$ cat config.mk
export PLATFORM = sky130hd
export DESIGN_NAME = inst_rom_arbiter
export DESIGN_NICKNAME = d
export VERILOG_FILES = /design/src/rtl/inst_rom_arbiter.sv
export SDC_FILE = /design/constraint.sdc
export NUM_CORES = 1
export LEC_CHECK = 0
export BUFFER_PORTS_ARGS = -buffer_cell sky130_fd_sc_hd__buf_4
export CORE_UTILIZATION = 35
export DETAILED_ROUTE_END_ITERATION = 6
export PLACE_DENSITY_LB_ADDON = 0.3
export SLEW_MARGIN = 40
export SYNTH_ARGS = -nofsm -noshare
export SYNTH_HDL_FRONTEND = slang
export SYNTH_SLANG_ARGS = --single-unit
export TNS_END_PERCENT = 50
$ cat constraint.sdc
create_clock -name clk -period 2.1 [get_ports clk]
set_input_delay 0.105 -clock clk [delete_from_list [all_inputs] [get_ports clk]]
set_output_delay 0.105 -clock clk [all_outputs]
set_load 0.02 [all_outputs]
$ cat src/rtl/inst_rom_arbiter.sv
// Two-port arbiter for the combinational instruction ROM: IF port has priority,
// the debug port is forced ahead after MAX_WAIT refused cycles. One-cycle read latency.
module inst_rom_arbiter #(
    parameter int ROM_AW   = 10,
    parameter int MAX_WAIT = 4
) (
    input  logic        clk,
    input  logic        rst,
    input  logic        i_req,
    input  logic [31:0] i_addr,
    input  logic        i_flush,
    output logic        i_gnt,
    output logic        i_rvalid,
    output logic [31:0] i_rdata,
    output logic        i_err,
    input  logic        d_req,
    input  logic [31:0] d_addr,
    output logic        d_gnt,
    output logic        d_rvalid,
    output logic [31:0] d_rdata,
    output logic        d_err,
    output logic        rom_ce,
    output logic [31:0] rom_addr,
    input  logic [31:0] rom_inst
);

    localparam int WCW = $clog2(MAX_WAIT + 1);

    typedef enum logic {NORM, FORCE} state_t;

    state_t          state;
    logic [WCW-1:0]  wait_cnt;
    logic [31:0]     sel_addr_p0;
    logic            legal_p0;
    logic            i_vld_p1;
    logic            i_err_p1;
    logic            d_vld_p1;
    logic            d_err_p1;

    function automatic logic addr_legal(input logic [31:0] a);
        return (a[1:0] == 2'b00) && (a[31:ROM_AW+2] == '0);
    endfunction

    // Stage p0: arbitration and ROM drive
    always_comb begin
        i_gnt = 1'b0;
        d_gnt = 1'b0;
        if (rst) begin
            if (state == FORCE) begin
                // A dropped debug request leaves the slot to IF.
                d_gnt = d_req;
                i_gnt = i_req && !d_req;
            end else begin
                i_gnt = i_req;
                d_gnt = d_req && !i_req;
            end
        end
        sel_addr_p0 = d_gnt ? d_addr : i_addr;
        legal_p0    = addr_legal(sel_addr_p0);
        rom_ce      = (i_gnt || d_gnt) && legal_p0;
        rom_addr    = rom_ce ? sel_addr_p0 : 32'h0;
    end

    // Stage p1: registered responses and starvation FSM
    always_ff @(posedge clk) begin
        if (!rst) begin
            state    <= NORM;
            wait_cnt <= '0;
            i_vld_p1 <= 1'b0;
            i_err_p1 <= 1'b0;
            d_vld_p1 <= 1'b0;
            d_err_p1 <= 1'b0;
            i_rdata  <= 32'h0;
            d_rdata  <= 32'h0;
        end else begin
            i_vld_p1 <= i_gnt;
            i_err_p1 <= i_gnt && !legal_p0;
            d_vld_p1 <= d_gnt;
            d_err_p1 <= d_gnt && !legal_p0;
            if (i_gnt) begin
                i_rdata <= legal_p0 ? rom_inst : 32'h0;
            end
            if (d_gnt) begin
                d_rdata <= legal_p0 ? rom_inst : 32'h0;
            end

            case (state)
                NORM: begin
                    if (d_gnt) begin
                        wait_cnt <= '0;
                    end else if (d_req) begin
                        if (wait_cnt == WCW'(MAX_WAIT - 1)) begin
                            state    <= FORCE;
                            wait_cnt <= WCW'(MAX_WAIT);
                        end else begin
                            wait_cnt <= wait_cnt + 1'b1;
                        end
                    end
                end
                FORCE: begin
                    state    <= NORM;
                    wait_cnt <= '0;
                end
                default: begin
                    state    <= NORM;
                    wait_cnt <= '0;
                end
            endcase
        end
    end

    // Responses never appear while reset is held; a flushed IF response is squashed.
    assign i_rvalid = i_vld_p1 && rst && !i_flush;
    assign i_err    = i_err_p1 && rst && !i_flush;
    assign d_rvalid = d_vld_p1 && rst;
    assign d_err    = d_err_p1 && rst;

endmodule

==> results of run 1 <==
[cell type report]
type                    count  area (um^2)
multi-input cells         153         1140
flip-flops and latches     72         1440
repair buffers            220         1740
repair inverters            1         5.00
clock buffers              10          128
fillers                   650         3040
inverters                   4         18.8
well taps                 102          128
clock inverters             6         92.6
[cell usage after synthesis, drive strengths merged]
cell type	n	area, um^2
buf	33	259
a22oi	10	75.1
nor2	5	18.8
a2bb2oi	1	15.0
nor2b	1	6.26
ha	2	25.0
nor4	10	62.6
a21boi	2	15.0
or3	1	11.3
and3b	2	17.5
clkbuf	9	33.8
and2	3	18.8
nand2b	2	12.5
dfxtp	72	1440
a22o	64	561
a21oi	13	98.9
nand2	3	11.3
nor4b	1	8.76
nand3	3	15.0
and3	3	18.8
and4b	2	20.0
nand4	1	6.26
conb	1	3.75
inv	4	15.0
nand4b	1	8.76
nor3	1	10.0
[layer usage]
metal	wire length, um	up-vias	part of all wire	GRT usage
li1	-	1322	-	-
met1	3340	1282	0.41	0.220
met2	4160	142	0.51	0.344
met3	564	15	0.069	0.0553
met4	151	0	0.018	0.0794
met5	0	-	0	0
[what timing repair did]
item / CTS / global route
setup buffers: 0 / 1
setup endpoints to repair: 10 / 11
resized for setup: 1 / 6
endpoints found under the hold margin: 63 / 0
pin swaps: 0 / 1
cloned: 0 / 1
hold buffers: 32 / 0
[registers in the layout, summed over array words and instances (netlist names)]
register and cells:
d_rdata 32, i_rdata 32, wait_cnt 3, d_err_p1 1, d_vld_p1 1, i_err_p1 1
i_vld_p1 1, state 1
[worst max-delay path by stage]
stage	start	endpoint	slack (ps)	depth (start not counted)
finish	state	rom_addr[2]	170	5
global route	state	rom_addr[2]	40	7
CTS	state	rom_addr[2]	10	7
detailed placement	state	rom_addr[6]	320	6
global placement	state	rom_addr[6]	320	6
floorplan	state	rom_addr[10]	450	6
[power breakdown]
group | leakage, uW | internal, uW | total [uW] | switching, uW
combinational | 0.00153 | 186 | 330 | 144
sequential | 0.000581 | 1370 | 1370 | 1.73
clock | 0.000103 | 675 | 1190 | 516
total | 0.00221 | 2230 | 2890 | 662
[kinds of logic (layout without fill, tap and decap cells)]
kind of cell,after synthesis,after routing,synth area share
buffers and inverters,46,241,0.110
and+or+nand+nor,39,39,0.0884
other,1,22,0.00134
DFF,72,72,0.517
adders and majority gates,2,2,0.00897
AOI/OAI and AO/OA,90,90,0.274
[worst reg2reg max path: stages (launching register included)]
cell and delay (ps):
dfxtp_2 340, a21boi_1 240, nand2_2 170, nor3_4 200
buf_4 380, a22o_1 210
[stage by stage]
step	instances	util	power, uW
3_3_place_gp	518	0.533	1670
4_1_cts	566	0.603	2920
2_1_floorplan	271	-	1530
6_report	568	0.607	2890
5_1_grt	568	0.607	3020
3_5_place_dp	518	0.533	1680
==> results.yml, run 1 <==
power_and_ir_drop:
  p_leak_uw: 0.00221
  irDropWorstVdd_v: 0.000271
  p_per_area_mw_per_mm2: 617
critical_path:
  crit_buf_inv: 1
  crit_path_max_incr_delay_ps: 440
  cp_max_fo: 12
  r2r_cells: 5
  worstSetupEndpointType: "primary output"
  rr_startpoint: "state"
  crit_arrival_ps: 1830
  timing.rr.end: "i_rdata[13]"
  path_delay_family: "simple AND/OR/NAND/NOR gates"
  required_ps: 2000
  r2r_slack_ps: 500
  critPathLaunchType: "flop"
  crit_slowest_cell: "or3_4"
  path_cells: "nand2b_4 > and3_2 > or3_4 > a21oi_1 > buf_4"
  path_class: "reg -> out"
cts:
  cts_max_path_buffers: 2
  root_buffer: "clkbuf_8"
  clk_latency_ps: 340
  cts_made_buffers: 9
  cts.sinks: 72
  htree_levels: 3
  cts_tree: "built"
  clk_pin_slew_ps: 70
sta:
  fin_crit_sh: 0.921
  max_freq_ghz: 0.517
  setup_viol: 0
  slew_violations: 0
  worst_slack_ps: 166
  hold_slack_ps: 84.5
  timing.final.crit_period_ps: 1930
  rsz0062_at_grt: "no"
  fin_skew_ps: 10.5
  finalSetupTns_ps: 0
  finalHoldViolCount: 0
detailed_routing:
  drt_iter0_markers: 73
  detail_route.vias_per_cell: 4.86
  wl_per_cell_um: 14.5
  wl_mm: 8.22
  ant_nets: 0
  vias: 2761
  first_pass_iters: 4
  drc: 0
layout:
  final_common_cell: "buf_4"
  area_delta_synth_final_pct: 68.2
  fin_area_mm2: 0.00469
  final_cell_mix: "187 x buf_4, 71 x dfxtp_1, 64 x a22o_1"
  drive_above_1_share: 0.479
  nets: 564
  antenna_cells: 0
place:
  placed_area_mm2: 0.00412
  hpwlAfterDp_mm: 5.53
  place_ws_ps: 324
  io_buffers: 181
  gp_routability_congestion: 0.732
worst_hold_path:
  min_to: "d_vld_p1"
  whs_path_depth: 2
  hp-class: "in -> reg"
  hold_path_startpoint: "d_req"
yosys:
  avgSynthCellArea_um2: 11.2
  ys_types: 30
  ys_warn_count: 0
  synthCells: 250
  netlist_area_mm2: 0.00279
  synth.yosys.seq_area_share: 0.517
  synth_seq_cells: 72
grt:
  grt.overflow.total: 0
  grt_pass1_wl_mm: 12.6
  grt_pass1_vias: 2678
  grt_max_degree: 34
  antenna_found_initial: 0
  grt.total_usage: 0.195
floorplanning:
  ios: 204
  die_y_um: 91.3
  die_x_um: 91.3
  rows: 32
  core_area_mm2: 0.00773
  start_util: 0.361
  design.die.area_mm2: 0.00833
run_status:
  status: "finished clean"
flow_run:
  drv_cap: 0
No activity file was read; power rests on OpenSTA's default activity.
==> run 2: changes to the inputs <==
--- a/config.mk
+++ b/config.mk
@@ -8,6 +8,7 @@
 export BUFFER_PORTS_ARGS = -buffer_cell sky130_fd_sc_hd__buf_4
 export CORE_UTILIZATION = 35
 export DETAILED_ROUTE_END_ITERATION = 6
+export GPL_TIMING_DRIVEN = 0
 export PLACE_DENSITY_LB_ADDON = 0.3
 export SLEW_MARGIN = 40
 export SYNTH_ARGS = -nofsm -noshare
==> run 2 against run 1 <==
Against the previous run: sequential cell count stayed put; first-iteration DRC count down 8.2%; die area did not move; critical endpoint is now rom_addr[4]; highest routed layer unchanged; register-to-register slack about the same.
==> results.yml, run 2 (same netlist as run 1, synthesis figures left out) <==
sta:
  finalHoldViolCount: 0
  fin_skew_ps: 5.04
  max_freq_ghz: 0.500
  finalSetupTns_ps: 0
  slew-limit-headroom: 0.665
  rsz0062_at_grt: "no"
  setup_viol: 0
  worst_pin_slew_ps: 502
  slew_violations: 0
  timing.final.crit_period_ps: 2000
  fin_crit_sh: 0.953
layout:
  nets: 598
  final_cell_mix: "198 x buf_4, 71 x dfxtp_1, 64 x a22o_1"
  area_delta_synth_final_pct: 80.1
  antenna_cells: 0
  postLayoutCoreUtil: 0.650
  reg_top3: "d_rdata x32, i_rdata x32, wait_cnt x3"
  fill_cells: 619
  final_common_cell: "buf_4"
  stdcell_count: 602
  drive_above_1_share: 0.490
power_and_ir_drop:
  irDropWorstVdd_v: 0.000331
  p_leak_uw: 0.00239
  p_per_area_mw_per_mm2: 584
floorplanning:
  die_y_um: 91.3
  die_x_um: 91.3
  start_util: 0.361
  design.die.area_mm2: 0.00833
  rows: 32
  core_area_mm2: 0.00773
  ios: 204
cts:
  root_buffer: "clkbuf_8"
  cts_max_path_buffers: 2
  htree_levels: 3
  cts.sinks: 72
  clk_pin_slew_ps: 70
  cts_tree: "built"
  cts_made_buffers: 9
  clk_latency_ps: 340
critical_path:
  path_cells: "nand2b_4 > and3_4 > or3_4 > buf_16 > a21oi_2 > buf_4"
  required_ps: 2000
  worstSetupEndpointType: "primary output"
  critPathLaunchType: "flop"
  crit_slowest_cell: "or3_4"
  crit_arrival_ps: 1900
  path_class: "reg -> out"
  cp_max_fo: 7
  crit_path_max_incr_delay_ps: 430
place:
  gp_routability_congestion: 0.760
  placed_cells: 553
  io_buffers: 180
  hpwlAfterDp_mm: 6.20
grt:
  antenna_found_initial: 0
  grt.total_usage: 0.211
  grt.overflow.total: 0
  grt_max_degree: 14
  grt_pass1_wl_mm: 13.7
  grt_pass1_vias: 2853
flow_run:
  drv_cap: 0
detailed_routing:
  wl_mm: 8.80
  drc: 0
  first_pass_iters: 4
  detail_route.vias_per_cell: 4.72
  ant_nets: 0
  wl_per_cell_um: 14.6
  vias: 2842
  drt_iter0_markers: 67
worst_hold_path:
  hp-class: "in -> reg"
run_status:
  status: "finished clean"
-- run 2: changes by cell type in the layout (fill, tap and decap cells not counted), moves of 2 or more --
| cell | previous run | this run |
|---|---|---|
| a21oi_4 | 0 | 7 |
| buf_4 | 187 | 198 |
| clkinvlp_4 | 3 | 1 |
| clkbuf_1 | 1 | 9 |
| buf_6 | 1 | 12 |
| a21oi_2 | 9 | 2 |
-- run 2: worst paths after layout --
check,endpoint,startpoint,slack [ps],cells past startpoint
worst max register to register,d_rdata[10],state,510,4
worst max-delay path,rom_addr[4],state,100,6
worst min register to register,wait_cnt[1],wait_cnt[1],480,2
worst min-delay path,d_vld_p1,rst,80,2
-- run 2: power breakdown --
part           internal, uW  leakage (uW)  switching [uW]
clock network           676      0.000107             526
registers              1370      0.000581            1.82
logic                   211       0.00170             150
total                  2260       0.00239             678
-- run 2: critical path, delay by kind of cell, from the launching register on --
kind	cells	cell delay, ps
buffers and inverters	2	320
flip-flops	1	330
AND/OR/NAND/NOR	3	770
AO/OA/AOI/OAI	1	130
-- run 2: layout make-up --
| class | instances | area [um^2] | area share |
|---|---|---|---|
| repair buffers | 214 | 1740 | 0.346 |
| flip-flops and latches | 72 | 1440 | 0.287 |
| multi-input cells | 153 | 1180 | 0.236 |
| plain buffers | 41 | 300 | 0.0598 |
| clock buffers | 10 | 128 | 0.0254 |
| well taps | 102 | 128 | 0.0254 |
| clock inverters | 6 | 90.1 | 0.0179 |
| inverters | 4 | 15.0 | 0.00299 |
-- run 2: per-layer routing --
metal  share of wire  vias up  track usage
met5               0        -            0
met3           0.068       16       0.0452
met1            0.39     1298        0.237
li1                -     1390            -
met4           0.025        0        0.103
met2            0.51      138        0.378
-- run 2: repair_timing --
item / CTS / global route
gates resized for setup: 10 / 18
pin swaps: 3 / 7
buffers inserted: 1 / 0
hold buffers: 32 / 0
hold endpoints to repair: 62 / 0
endpoints found under the setup margin: 10 / 8
cloned: 1 / 0
-- run 2: stage by stage --
step,hold WS (ps),power (uW),setup WS [ps],cell area [um^2]
floorplan,231,1530,451,2870
global placement,324,1700,297,4350
detailed placement,330,1710,298,4350
CTS,66.7,2950,16.8,4970
global route,83.3,3060,13.5,5020
finish,76.0,2930,99.6,5020
